### src/rtl/seq_det_pkg.sv
// Shared types and reset defaults for the programmable serial sequence detector.
package seq_det_pkg;

    typedef enum logic {
        OVERLAP     = 1'b0,
        NON_OVERLAP = 1'b1
    } det_mode_e;

    localparam logic [31:0] RST_PAT = 32'b1011;
    localparam int unsigned RST_LEN = 4;

endpackage

### src/rtl/seq_match_cnt.sv
// Saturating match counter; a clear on the same edge as an increment wins.
module seq_match_cnt #(
    parameter int unsigned CNT_W = 16
) (
    input  logic             clk,
    input  logic             nrst,
    input  logic             inc,
    input  logic             clr,
    output logic [CNT_W-1:0] count
);

    always_ff @(posedge clk or negedge nrst) begin
        if (!nrst) begin
            count <= '0;
        end else if (clr) begin
            count <= '0;
        end else if (inc && (count != '1)) begin
            count <= count + CNT_W'(1);
        end
    end

endmodule

### src/rtl/prog_seq_det.sv
// Serial pattern detector with runtime-programmable pattern, length and overlap mode.
module prog_seq_det #(
    parameter int unsigned          MAX_LEN = 8,
    parameter int unsigned          CNT_W   = 16,
    parameter logic [MAX_LEN-1:0]   RST_PAT = MAX_LEN'(seq_det_pkg::RST_PAT),
    parameter int unsigned          RST_LEN = seq_det_pkg::RST_LEN
) (
    input  logic                         clk,
    input  logic                         nrst,
    input  logic                         in_valid,
    input  logic                         in,
    input  logic                         cfg_we,
    input  logic [MAX_LEN-1:0]           cfg_pat,
    input  logic [$clog2(MAX_LEN+1)-1:0] cfg_len,
    input  logic                         cfg_mode,
    input  logic                         cnt_clr,
    output logic                         out,
    output logic [CNT_W-1:0]             match_cnt,
    output logic                         cfg_err
);

    import seq_det_pkg::*;

    localparam int unsigned LW = $clog2(MAX_LEN + 1);

    logic [MAX_LEN-1:0] hist;
    logic [LW-1:0]      fill;
    logic [MAX_LEN-1:0] pat;
    logic [LW-1:0]      len;
    det_mode_e          mode;

    logic [MAX_LEN-1:0] hist_nxt;
    logic [LW-1:0]      fill_nxt;
    logic [MAX_LEN-1:0] mask;
    logic               cfg_ok;
    logic               match;

    always_comb begin
        hist_nxt = {hist[MAX_LEN-2:0], in};
        fill_nxt = (fill == LW'(MAX_LEN)) ? fill : fill + LW'(1);
        mask     = '0;
        for (int unsigned i = 0; i < MAX_LEN; i++) begin
            mask[i] = (i < 32'(len));
        end
        cfg_ok = (cfg_len >= LW'(2)) && (cfg_len <= LW'(MAX_LEN));
        // A config write owns the edge, so the data bit never reaches the comparator.
        match  = in_valid && !cfg_we && (fill_nxt >= len)
                 && (((hist_nxt ^ pat) & mask) == '0);
    end

    always_ff @(posedge clk or negedge nrst) begin
        if (!nrst) begin
            hist    <= '0;
            fill    <= '0;
            pat     <= RST_PAT;
            len     <= LW'(RST_LEN);
            mode    <= OVERLAP;
            out     <= 1'b0;
            cfg_err <= 1'b0;
        end else begin
            out     <= match;
            cfg_err <= cfg_we && !cfg_ok;
            if (cfg_we) begin
                if (cfg_ok) begin
                    pat  <= cfg_pat;
                    len  <= cfg_len;
                    mode <= det_mode_e'(cfg_mode);
                    hist <= '0;
                    fill <= '0;
                end
            end else if (in_valid) begin
                hist <= hist_nxt;
                fill <= (match && (mode == NON_OVERLAP)) ? '0 : fill_nxt;
            end
        end
    end

    seq_match_cnt #(
        .CNT_W (CNT_W)
    ) u_cnt (
        .clk   (clk),
        .nrst  (nrst),
        .inc   (match),
        .clr   (cnt_clr),
        .count (match_cnt)
    );

endmodule

### config.mk
export PLATFORM = sky130hd
export DESIGN_NAME = prog_seq_det
export DESIGN_NICKNAME = d
export VERILOG_FILES = /design/src/rtl/seq_det_pkg.sv /design/src/rtl/seq_match_cnt.sv /design/src/rtl/prog_seq_det.sv
export SDC_FILE = /design/constraint.sdc
export NUM_CORES = 1
export LEC_CHECK = 0
export ABC_AREA = 1
export CORE_ASPECT_RATIO = 2
export CORE_MARGIN = 3
export CORE_UTILIZATION = 40
export DETAILED_ROUTE_END_ITERATION = 10
export HOLD_SLACK_MARGIN = 0.02
export PLACE_DENSITY = 0.69
export SLEW_MARGIN = 20
export SYNTH_ARGS = -nofsm -noshare
export SYNTH_HDL_FRONTEND = slang
export SYNTH_SLANG_ARGS = --single-unit
### constraint.sdc
create_clock -name clk -period 3.3 [get_ports clk]
set_input_delay 0.66 -clock clk [delete_from_list [all_inputs] [get_ports clk]]
set_output_delay 0.66 -clock clk [all_outputs]
set_load 0.01 [all_outputs]
==> metrics.cfg <==
[place]
port_buffers = 36
dp.cells = 441
hpwlAfterDp_mm = 4.46
place_congestion = 0.889

[layout]
multiInputGateArea_um2 = 1260
fin_nets = 390
drive_gt1_share_pct = 8.49
seqCellArea_um2 = 1060
antenna_cells = 0
final_cells = 449
num-fill-cells = 616
syn2layout_area_growth_pct = 21.6

[floorplanning]
dieArea_um2 = 7430
start_util_pct = 41.8
die_h_um = 119
fp-row-count = 40
core_region_area_um2 = 6110
die_w_um = 62.5
pin_count = 37

[clocking]
path_clk_slew_ps = 60
cts_root_buf = clkbuf_16
clock_sinks = 42
post_cts_buffers = 0
hold_buffers = 0
cts_resized = 0
clk_path_buf_depth = 2
h-tree-depth = 2
clkLatencyLatePin_ps = 280
cts_tree = done
cts_buffers = 5

[detailed_routing]
wl_mm = 6.09
first_iter_violations = 102
ant_nets = 0
drt-vias-per-instance = 4.93
drc = 0
wl_per_cell_um = 13.6
num_vias = 2213
drtPass1Iterations = 4

[sta]
finalCritPeriodShare_pct = 75.6
relSlewSlack_pct = 35.6
setup_viol = 0
grt_setup_unrepaired = false
fin_worst_skew_ps = 2.88
hold_violations = 0
slew_viol_final = 0
period_minus_slack_ps = 2500
final.setup.tns_ps = 0
worst-slew-pin-transition_ps = 964
fmax_mhz = 401

[setup_path]
end_kind = register
required_ps = 3470
crit_fanout = 18
worst_setup_path_start_kind = register
crit_chain = inv_1 -> ha_1 -> nand2_1 -> nand3_1 -> o21ai_0 -> ha_1 -> nand2_1 -> nor2_1 -> nand3b_1 -> nand3_2 -> nor2_8 -> nand2_1 -> nand2_1 -> nand2_1
cp_slowest_cell = dfrtp_1
cp.arrival_ps = 2660
crit_path_frequent_cell = nand2_1
critPathMaxStageDelay_ps = 430
path_class = reg2reg

[yosys]
synthCells = 329
synth_ff_type = dfrtp_1
synth_area_um2 = 2550
seq_area_frac_synth_pct = 41.4
synth_common_cells = 90 x nand2_1, 45 x inv_1, 38 x dfrtp_1
yosys_warnings = 0
synth_area_leader_cell = dfrtp_1
avgSynthCellArea_um2 = 7.75
netlist.area_leader.share_pct = 37.3
yosysMostFrequentCell = nand2_1
synth_area_leaders = dfrtp_1 37%, nand2_1 13%, inv_1 6.6%, nor2_1 5.4%, xor2_1 5.1%
ys_types = 30
synth_edf_count = 0
synth-seq-cells = 42
syn-num-nets = 355
synthArstFlopShare_pct = 100

[power_and_ir_drop]
leakagePower_nw = 1.57
vdd_drop_max_mv = 0.253
power_density_nw_per_um2 = 448

[global_routing]
antenna_found_initial = 0
grt_pass1_wl_mm = 10.5
overflow = 0
first_global_vias = 2366
grt_max_degree = 43
grtUsageTotal_pct = 17.6

[job]
cap_violations = 0

[status]
status = completed

[hold_path]
hp-class = reg2reg

-- where the power goes --
group          internal (W)  total [W]  switching, W
Combinational      0.000117   0.000293      0.000176
Clock              0.000300   0.000494      0.000194
Sequential         0.000563   0.000602     0.0000388
-- sequential cells by signal, summed over array words and instances (netlist names) --
register     flops
fill             4
len              4
u_cnt.count     16
pat              8
hist             7
mode             1
out              1
cfg_err          1
-- final timing paths --
kind / start / end / slack, ps / cells past startpoint
worst min register to register: pat[0] / pat[0] / 490 / 2
worst max register to register: fill[0] / fill[2] / 800 / 14
max in group asynchronous: nrst / u_cnt.count[15] / 2180 / 1
worst max-delay path: fill[0] / fill[2] / 800 / 14
worst min-delay path: pat[0] / pat[0] / 490 / 2
min in group asynchronous: nrst / len[3] / 520 / 1
-- critical path, delay by kind of cell (launching register included) --
kind | cells | cell delay (ps)
DFF | 1 | 430
AOI/OAI and AO/OA | 1 | 140
buffers and inverters | 1 | 80
adders and majority gates | 2 | 450
and+or+nand+nor | 10 | 1280
-- logic make-up after synthesis --
| logic type | share of synthesized area, % |
|---|---|
| compound gates | 4.76 |
| fa+ha+maj | 3.43 |
| mux | 2.21 |
| buf+inv | 9.32 |
| flops | 41.4 |
| xor+xnor | 6.18 |
| simple gates | 32.7 |
-- metal layers --
layer  share of wire [%]  GRT usage, %
met1                  37          17.4
met2                  57          33.8
met3                 2.8          2.92
met4                 3.7          9.13
met5                   0             0
-- area by class of cell --
class	instances	area share [%]
multi-input cells	232	40.5
flip-flops and latches	42	34.0
repair buffers	37	11.7
inverters	46	5.57
clock buffers	7	4.60
well taps	84	3.39
clock inverters	1	0.161
-- metrics by stage --
stage	setup WS, ps	instance area (µm²)	hold WS [ps]	power, W	util (%)
after floorplan	1290	2550	364	0.000814	-
after global placement	687	2950	470	0.000896	48.4
after detailed placement	658	2950	476	0.000906	48.4
after CTS	762	3100	484	0.00141	50.8
after global routing	512	3100	507	0.00148	50.8
final	805	3100	486	0.00139	50.8
-- cell usage in the layout, fill, tap and decap left out, types with 3 or more instances in the layout --
cell type / instances
mux2_2: 5
o21ai_0: 6
dfrtp_1: 38
nand3_1: 24
xnor2_1: 3
xor2_1: 15
o22ai_1: 6
ha_1: 7
clkdlybuf4s50_1: 35
a21oi_1: 6
nand2_1: 90
nand4_1: 18
dfstp_2: 4
clkbuf_16: 5
inv_1: 45
nor2_1: 37
nand3_2: 5
Note: power is estimated with default switching activity, not from simulation.
